==> src/rtl/uart_pkg.sv <==
// rtl/uart_pkg.sv - shared UART timing constants and receiver state encoding
package uart_pkg;

   localparam int W5Frequency      = 6_250_000;
   localparam int baudRate         = 230400;
   localparam int samplingInterval = W5Frequency / baudRate;
   localparam int bitCycles        = samplingInterval + 1;
   localparam int halfBit          = bitCycles / 2;

   // Counter compare values sized to the 5-bit bit counter
   localparam logic [4:0] BIT_LAST  = 5'(bitCycles - 1);
   localparam logic [4:0] HALF_LAST = 5'(halfBit - 1);

   typedef enum logic [2:0] {
      IDLE,
      START,
      DATA,
      STOP,
      WAIT_IDLE
   } rx_state_t;

endpackage

==> src/rtl/sync_2ff.sv <==
// rtl/sync_2ff.sv - generic two-flop synchronizer with selectable reset value
module sync_2ff #(
   parameter logic RESET_VAL = 1'b0
) (
   input  logic clk,
   input  logic reset,
   input  logic d_i,
   output logic q_o
);

   logic meta_q;
   logic sync_q;

   // Two back-to-back flops give the first stage a full cycle to resolve
   always_ff @(posedge clk or posedge reset) begin
      if (reset) begin
         meta_q <= RESET_VAL;
         sync_q <= RESET_VAL;
      end else begin
         meta_q <= d_i;
         sync_q <= meta_q;
      end
   end

   assign q_o = sync_q;

endmodule

==> src/rtl/uart_receiver.sv <==
// rtl/uart_receiver.sv - 8N1 LSB-first UART receiver with glitch rejection and framing check
module uart_receiver
   import uart_pkg::*;
(
   input  logic       clk,
   input  logic       reset,
   input  logic       RxD,
   output logic [7:0] RxData,
   output logic       dataValid,
   output logic       frameError,
   output logic       isBusy
);

   logic       rxS;
   rx_state_t  state_q;
   logic [4:0] bitCnt_q;
   logic [2:0] bitIdx_q;
   logic [7:0] shiftReg_q;
   logic [7:0] RxData_q;
   logic       dataValid_q;
   logic       frameError_q;
   logic       isBusy_q;
   logic [4:0] bitCnt_d;

   // Idle line is high, so the synchronizer comes out of reset at 1
   sync_2ff #(
      .RESET_VAL(1'b1)
   ) u_rx_sync (
      .clk  (clk),
      .reset(reset),
      .d_i  (RxD),
      .q_o  (rxS)
   );

   assign bitCnt_d = bitCnt_q + 5'd1;

   // Frame sequencing: start-bit centre check, eight data samples, stop check
   always_ff @(posedge clk or posedge reset) begin
      if (reset) begin
         state_q      <= IDLE;
         bitCnt_q     <= 5'd0;
         bitIdx_q     <= 3'd0;
         shiftReg_q   <= 8'd0;
         RxData_q     <= 8'd0;
         dataValid_q  <= 1'b0;
         frameError_q <= 1'b0;
         isBusy_q     <= 1'b0;
      end else begin
         dataValid_q  <= 1'b0;
         frameError_q <= 1'b0;
         case (state_q)
            IDLE: begin
               if (!rxS) begin
                  bitCnt_q <= 5'd0;
                  isBusy_q <= 1'b1;
                  state_q  <= START;
               end
            end
            START: begin
               if (bitCnt_q == HALF_LAST) begin
                  if (rxS) begin
                     // Line went back high before mid start bit: glitch
                     isBusy_q <= 1'b0;
                     state_q  <= IDLE;
                  end else begin
                     bitCnt_q <= 5'd0;
                     bitIdx_q <= 3'd0;
                     state_q  <= DATA;
                  end
               end else begin
                  bitCnt_q <= bitCnt_d;
               end
            end
            DATA: begin
               if (bitCnt_q == BIT_LAST) begin
                  shiftReg_q <= {rxS, shiftReg_q[7:1]};
                  bitCnt_q   <= 5'd0;
                  bitIdx_q   <= bitIdx_q + 3'd1;
                  if (bitIdx_q == 3'd7) begin
                     state_q <= STOP;
                  end
               end else begin
                  bitCnt_q <= bitCnt_d;
               end
            end
            STOP: begin
               if (bitCnt_q == BIT_LAST) begin
                  bitCnt_q <= 5'd0;
                  if (rxS) begin
                     // Leave mid stop bit so an immediate next start edge is caught
                     RxData_q    <= shiftReg_q;
                     dataValid_q <= 1'b1;
                     isBusy_q    <= 1'b0;
                     state_q     <= IDLE;
                  end else begin
                     frameError_q <= 1'b1;
                     state_q      <= WAIT_IDLE;
                  end
               end else begin
                  bitCnt_q <= bitCnt_d;
               end
            end
            WAIT_IDLE: begin
               // A held-low line (break) must not look like new start bits
               if (rxS) begin
                  isBusy_q <= 1'b0;
                  state_q  <= IDLE;
               end
            end
            default: begin
               isBusy_q <= 1'b0;
               state_q  <= IDLE;
            end
         endcase
      end
   end

   assign RxData     = RxData_q;
   assign dataValid  = dataValid_q;
   assign frameError = frameError_q;
   assign isBusy     = isBusy_q;

endmodule

==> config.mk <==
export PLATFORM = sky130hd
export DESIGN_NAME = uart_receiver
export DESIGN_NICKNAME = d
export VERILOG_FILES = /design/src/rtl/uart_pkg.sv /design/src/rtl/sync_2ff.sv /design/src/rtl/uart_receiver.sv
export SDC_FILE = /design/constraint.sdc
export NUM_CORES = 1
export LEC_CHECK = 0
export CORE_UTILIZATION = 45
export DETAILED_ROUTE_END_ITERATION = 12
export DONT_BUFFER_PORTS = 1
export PLACE_DENSITY = 0.65
export SYNTH_ARGS = -nofsm -noshare
export SYNTH_HDL_FRONTEND = slang
export SYNTH_SLANG_ARGS = --single-unit
==> constraint.sdc <==
create_clock -name clk -period 1.9 [get_ports clk]
set_input_delay 0.38 -clock clk [delete_from_list [all_inputs] [get_ports clk]]
set_output_delay 0.38 -clock clk [all_outputs]
set_load 0.01 [all_outputs]
* After elaboration in Yosys (flattened, before gate mapping)
Cells that the tools add are included.
Word-level totals: register bits 32, logic and storage cells 64
Cells by class: $add $sub $neg 2, equality and inequality tests 14, multiplexer cells 28, bitwise gates (word level) 1, reduce and logical (&&, ||, !) cells 9
Operators by type and width (count):
- $mux 3 | 10
- $mux 5 | 3
- $pmux 3 s5 | 1
- $pmux 5 s3 | 1
- $ne 2x2->1 const B | 6
- $mux 1 | 10
- $reduce_and 4->1 | 2
- $eq 3x2->1 const B | 2
- $eq 3x3->1 const B | 2
- $pmux 3 s2 | 1
- $reduce_and 6->1 | 1
- $add 5x1->5 const B | 1
- $eq 5x4->1 const B | 1
- $eq 5x5->1 const B | 1
- $pmux 1 s5 | 1
- $add 3x1->3 const B | 1
- $eq 3x1->1 const B | 1
- $logic_not 3->1 | 1
- $reduce_and 3->1 | 1
- $reduce_bool 3->1 | 1
- $mux 2 | 1
- $ne 2x1->1 const B | 1
- $reduce_and 2->1 | 1
- $reduce_bool 2->1 | 1
- other kinds (2) | 2

* Logic depth before layout (Yosys ltp)
Gate-level depths: netlist of the first run.
depth after elaboration 4, depth in mapped cells 6

* Hierarchy
Synthesis of the first run repeated with hierarchy kept, for this count alone.
Second synthesis, totals: cells, all modules 115, area total of the unflattened synthesis 1470.2 µm²
Modules (own cells, without submodules):
- uart_receiver | times used 1, cells an instance 112, area an instance 1413.9 µm²
- sync_2ff | times used 1, cells an instance 3, area an instance 56.3 µm²

* Least setup slack after synthesis of the first run
OpenSTA, ideal clock, no wires.
path type reg2reg, start point reg bitCnt_q[0], end point reg shiftReg_q[0], library setup time 125 ps, arrival time 1579 ps, slack 197 ps, cell stages (with the launch flop) 6, path buffers 1, clock period less this slack 1703 ps, path through dfrtp_1 > ha_1 > nand4b_4 > nor4b_4 > buf_6 > mux2_2
On the way: cells in the longest elaborated chain, start to end 2
Ends and longest elaborated chain:
- from (decl) | RTL line uart_receiver.sv:16 | logic [4:0] bitCnt_q;
- from (signal assigned) | RTL line uart_receiver.sv:71 | bitCnt_q <= bitCnt_d;
- from (signal assigned) | RTL line uart_receiver.sv:83 | bitCnt_q <= bitCnt_d;
- from (signal assigned) | RTL line uart_receiver.sv:100 | bitCnt_q <= bitCnt_d;
- $eq 5x5->1 | RTL line uart_receiver.sv:75 | if (bitCnt_q == BIT_LAST) begin
- $reduce_and 2->1 (no line)
- to (signal assigned) | RTL line uart_receiver.sv:76 | shiftReg_q <= {rxS, shiftReg_q[7:1]};
- to (decl) | RTL line uart_receiver.sv:18 | logic [7:0] shiftReg_q;
No other way between the ends. A chain may end at the register's enable or synchronous reset.

* Worst setup path after layout of the first run
start point reg bitCnt_q[1], end point reg RxData_q[4], in the netlist RxData[4]
On the way: cells in the longest elaborated chain, start to end 2
Ends and longest elaborated chain:
- $eq 5x5->1 | RTL line uart_receiver.sv:87 | if (bitCnt_q == BIT_LAST) begin
- $reduce_and 3->1 (no line)
- to (signal assigned) | RTL line uart_receiver.sv:91 | RxData_q <= shiftReg_q;
- to (decl) | RTL line uart_receiver.sv:19 | logic [7:0] RxData_q;
No other way between the ends.

==> metrics.txt, run 1 <==
status complete, but fails checks; failing checks hold timing; Nets ~130; Pint 1.05 mW; Slew @ Worst Pin about 0.45 ns; async set-reset flop share out of synthesis 100%; Reg clk slew, reported paths about 0.10 ns; Post-synth EDFFs 0; RSZ-0062 raised after global routing false; switching pwr between 300 and 400 uW; first-pass GRT wire length roughly 3.8 mm; Max Fanout on Critical Path 9; Mapped Nets 120; crit path launch type flop; dpl ws 0.0512 ns; Max stage delay on crit path ~0.43 ns; Rel. slew slack 70.3%; max cap viols 0; worst path cell trace ha_4 > nand4b_4 > nor2_2 > and4_1 > buf_4 > mux2_2; leak pwr around 0.75 nW; VDD IR max ~0.40 mV; Flop pwr share between 50% and 60%; CTS tree yes; Die W 58.6 um; CTS Sinks 32; die height 58.6 um; Yosys top cell area share 52.1%; via count between 800 and 900; worst skew pair latency ~0.33 ns; clock share of power between 30% and 40%; Layout area overhead 9.64%; CTS Buffer Depth 2; sequential fraction of the synthesis area between 50% and 60%; drt via density 5.14; hold slack -0.00165 ns; Routed Antenna Nets 0; row count 20; Slowest-stage cell, CP dfrtp_1; grt ovf 0; final hold violations 4; H-Tree Level Count 2; critical path endpoint category flop; post-cts resize count 0; largest net degree at the start of global routing 33; Req. time, crit path about 2.1 ns; fin crit period approximately 1.8 ns; Hold Buf Count CTS 0; clock skew around 0.014 ns; Core Footprint around 3000 sq um; WP buf/inv 1; initial antenna violation count 0; first-iteration detailed-routing DRC count 24; routability cong. 0.846; Starting Density between 40% and 50%; Total Power between 1 and 1.5 mW; total track usage roughly 15%; number of synthesized register bits 32; crit path DAT between 1.5 and 2 ns; Pins Over Slew Limit 0; setup_tns 0 ns; input/output buffers 0; most numerous cell in the Yosys netlist dfrtp_1; fmax around 570 MHz; final HPWL from detailed placement roughly 1.5 mm; top-level port count 14; share of layout cells above drive strength 1 a little under a third; final core occ 51.7%; synth cell count leaders 30 x dfrtp_1, 17 x mux2_2, 6 x a21oi_1; drt pass-1 iters 5; Combinational Power Share between 8 and 9%; clock root buffer clkbuf_4; yosys warns 0; FILL cells 284; WS Path Type reg -> reg; fraction of power spent switching nets around 24%; setup ws final ~0.15 ns; power per cell area 883 nW/um^2; WL final roughly 2.1 mm; Synth area leaders dfrtp_1 52%, mux2_2 13%, dfstp_2 3.6%; Netlist cell types 37; Die ar. ~3400 sq um; syn avg cell area between 10 and 15 sq um; delay-heaviest family, CP simple AND/OR/NAND/NOR gates; Netlist Area Pre-Place ~1400 sq um; Syn Inst Count 113; Num CTS Buffers 5; Post-CTS Repair Setup Buffers 0; vias in the first global route about 800; leading area contributor after synthesis dfrtp_1; Antenna Cells 0; DRC errors left 0; fin crit share slightly above 90%; endpoints failing setup 0; Wirelength per Cell 13.2 um; Post-synth top flop dfrtp_1; Hold Crit Class in -> async
[cells by family (layout without fill, tap and decap cells)]
group	Yosys count	in the layout	synth area share [%]
adder cells (fa/ha/maj)	4	4	3.48
buffers and inverters	10	16	3.56
flip-flops	32	32	55.8
multiplexers	17	17	13.3
AO/OA/AOI/OAI	21	21	9.91
XOR/XNOR	1	1	0.608
AND/OR/NAND/NOR	28	28	13.4
[layer usage]
metal  part of all wire, %  vias to the layer above  global-route usage (%)
met5                     0                        -                       0
met4                   2.4                        0                    8.16
met3                   3.7                        6                    4.84
met2                    46                       10                    21.8
met1                    48                      405                    20.1
li1                      -                      417                       -
[worst paths after layout]
check                           depth (start not counted)                to        startpoint  slack [ns]
worst max-delay path                                    6         RxData[4]       bitCnt_q[1]        0.15
worst min-delay path                                    2         RxData[1]             reset      -0.002
worst max register to register                          6         RxData[4]       bitCnt_q[1]        0.15
worst min register to register                          0     u_rx_sync.q_o  u_rx_sync.meta_q        0.36
max in group asynchronous                               2  u_rx_sync.meta_q             reset        1.56
min in group clk                                        0  u_rx_sync.meta_q               RxD        0.05
[placed cells by master (no fill, tap or decap), types with 2 or more instances in the layout]
cell and count:
dfrtp_1 29, mux2_2 17, a21oi_1 6, nand2_1 5, clkbuf_4 5, inv_1 4
nor2_1 4, nand3_1 4, buf_4 4, nor2b_1 3, o21ai_0 3, ha_1 3
a22o_1 2, nand2b_1 2, o21bai_1 2, dfstp_2 2
[layout make-up]
type,instances,area [sq um],area share (%)
flip-flops and latches,32,805,51.0
clock buffers,6,41.3,2.61
inverters,4,15.0,0.951
multi-input cells,71,598,37.9
well taps,44,55.1,3.49
repair buffers,4,30.0,1.90
clock inverters,2,35.0,2.22
[state kept, by name, indices dropped and copies added, names as in the netlist]
register,flops
bitCnt_q,5
state_q,3
dataValid,1
RxData,8
u_rx_sync.q_o,1
frameError,1
bitIdx_q,3
u_rx_sync.meta_q,1
shiftReg_q,8
isBusy,1
[power by group through the flow]
stage          combinational, mW  clock [mW]  sequential (mW)
6_report                   0.118       0.499            0.776
2_1_floorplan              0.109           0            0.759
5_1_grt                    0.140       0.547            0.784
3_3_place_gp               0.109           0            0.781
3_5_place_dp               0.114           0            0.782
4_1_cts                    0.115       0.521            0.769
[stage by stage]
| step | cells | area [sq um] |
|---|---|---|
| floorplan | 113 | 1440 |
| finish | 163 | 1580 |
| detailed placement | 155 | 1490 |
| CTS | 163 | 1570 |
| global placement | 155 | 1490 |
| global route | 163 | 1580 |
No activity file was read; power rests on OpenSTA's default activity.
==> run 2, diff against run 1 <==
CORE_UTILIZATION = 60   (was 45)
PLACE_DENSITY = default   (was 0.65)
PLACE_DENSITY_LB_ADDON = 0.15   (was default)
==> run 2 against run 1 <==
Against the previous run:
- clock-buffer cell count increased by 1
- cell count down 9.2%
- non-clock buffer count grew 1
- utilization grew 20 points
- routed wire length is 5.7% higher
- the run now ends clean
- largest cell class unchanged
- clock power rose by 14%
- via count rose by 2.3%
- fmax down 0.80%
- sequential power about the same
- die area decreased by 24%
- register-to-register slack hardly changed
- flip-flop and latch count unchanged
==> metrics.txt, run 2 (synthesis gave the netlist of run 1 again) <==
status completed; Starting Density 64.5% (+17 points); endpoints failing setup 0 (unchanged); clock root buffer clkbuf_4; dpl ws 0.0745 ns (+0.0233 ns); routability cong. 0.771 (-8.8%); DRC errors left 0 (unchanged); Reg clk slew, reported paths 0.11 ns (about the same); Rel. slew slack 71.8% (+1.6 points); Max Fanout on Critical Path 9 (unchanged); Combinational Power Share 8.5% (about the same); fin crit share 92.9% (+0.75 points); largest net degree at the start of global routing 33 (unchanged); delay-heaviest family, CP simple AND/OR/NAND/NOR gates; critical path endpoint category flop; WL final 2.27 mm (+5.7%); Antenna Cells 0 (unchanged); area post-placement 1480 sq um (-0.50%); setup ws final 0.134 ns (-0.0142 ns); leak pwr 0.772 nW (+2.4%); Wirelength per Cell 15.3 um (+16%); share of layout cells above drive strength 1 30.8% (+0.58 points); Pint 1.13 mW (+7.3%); max cap viols 0 (unchanged); Nets 126 (+0.80%); setup_tns 0 ns (unchanged); Flop pwr share 52.6% (-3.1 points); Num CTS Buffers 5 (unchanged); final core occ 71.5% (+20 points); first-pass GRT wire length 3.66 mm (-2.4%); WS Path Type reg -> reg; input/output buffers 0 (unchanged); final HPWL from detailed placement 1.51 mm (+3.9%); crit path launch type flop; via count 857 (+2.3%); Slew @ Worst Pin 0.412 ns (-0.0339 ns); fin area 1600 sq um (+1.1%); most frequent cells in the layout 30 x dfrtp_1, 17 x mux2_2, 6 x a21oi_1; power per cell area 921 nW/um^2 (+4.4%); drt via density 5.79 (+13%); Core Footprint 2230 sq um (-27%); RSZ-0062 raised after global routing false; CTS tree yes; most common cell after layout, fill and taps aside dfrtp_1; Hold Buf Count CTS 0 (unchanged); drt pass-1 iters 3 (-2); top-level port count 14 (unchanged); Non-Filler Instances 148 (-9.2%); Reg2Reg Depth 6 (unchanged); worst path cell trace ha_4 > nand4b_4 > nor2_2 > and4_1 > buf_4 > mux2_2; Slowest-stage cell, CP dfrtp_1; first-iteration detailed-routing DRC count 8 (-67%); VDD IR max 0.748 mV (+85%); switching pwr 341 uW (about the same); die height 51.0 um (-13%); WP buf/inv 1 (unchanged); Pins Over Slew Limit 0 (unchanged); initial antenna violation count 0 (unchanged); placed insts 139 (-10%); Die ar. 2600 sq um (-24%); H-Tree Level Count 2 (unchanged); worst skew pair latency 0.32 ns (about the same); Max stage delay on crit path 0.45 ns (+0.02 ns); CTS Buffer Depth 2 (unchanged); crit path DAT 1.97 ns (about the same); row count 17 (-15%); WP depth 6 (unchanged); fin crit period 1.77 ns (+0.0142 ns); Hold Crit Class in -> async; Die W 51.0 um (-13%); final hold violations 0 (-4); CTS Sinks 32 (unchanged); grt ovf 0 (unchanged); total track usage 20.2% (+5.2 points); Routed Antenna Nets 0 (unchanged); clock skew 0.0178 ns (+0.00398 ns); clock share of power 38.8% (+3.0 points); fmax 566 MHz (-0.80%); Layout area overhead 10.9%; vias in the first global route 777 (-3.1%); fraction of power spent switching nets 23.2% (-1.3 points); Req. time, crit path 2.10 ns (-0.02 ns)
## run 2: cell count changes in the layout (fill, tap and decap cells not counted)
| cell | delta |
|---|---|
| clkbuf_8 | +2 |
| dfrtp_1 | +1 |
| buf_12 | +1 |
| clkinv_2 | -1 |
| clkbuf_1 | -1 |
| dfrtp_2 | -1 |
## run 2: cell type report
class | instances | area (sq um)
flip-flops and latches | 32 | 803
fillers | 159 | 637
multi-input cells | 71 | 598
clock buffers | 7 | 65.1
repair buffers | 5 | 50.0
well taps | 28 | 35.0
clock inverters | 1 | 30.0
inverters | 4 | 15.0
## run 2: routing by layer
| metal | track usage (%) | part of all wire [%] | wire [um] | up-vias |
|---|---|---|---|---|
| met5 | 0 | 0 | 0 | - |
| met4 | 6.94 | 1.4 | 31 | 0 |
| met3 | 8.04 | 3.9 | 89 | 4 |
| met2 | 29.2 | 47 | 1060 | 12 |
| met1 | 27.8 | 48 | 1090 | 424 |
| li1 | - | - | - | 417 |
## run 2: power by group through the flow
stage               Combinational (mW)  Sequential, mW  Clock [mW]
finish                           0.125           0.774       0.571
global route                     0.149           0.782       0.601
CTS                              0.114           0.767       0.581
detailed placement               0.113           0.780           0
global placement                 0.110           0.779           0
floorplan                        0.109           0.759           0
## run 2: metrics by stage
stage	hold WS, ns	power (mW)
4_1_cts	0.0202	1.46
3_3_place_gp	0.349	0.889
6_report	0.0176	1.47
5_1_grt	0.0360	1.53
2_1_floorplan	0.345	0.868
3_5_place_dp	0.351	0.894
## run 2: path summary, 6_finish.rpt
path | start | end | slack [ns]
max | bitCnt_q[0] | RxData[4] | 0.13
min | reset | bitCnt_q[2] | 0.02
max reg2reg | bitCnt_q[0] | RxData[4] | 0.13
min reg2reg | u_rx_sync.meta_q | u_rx_sync.q_o | 0.36
max in group asynchronous | reset | u_rx_sync.meta_q | 1.54
min in group clk | RxD | u_rx_sync.meta_q | 0.06
## run 2: timing repair
item	CTS	global route
buffers inserted	0	1
gates resized for setup	0	2
setup endpoints to repair	0	15
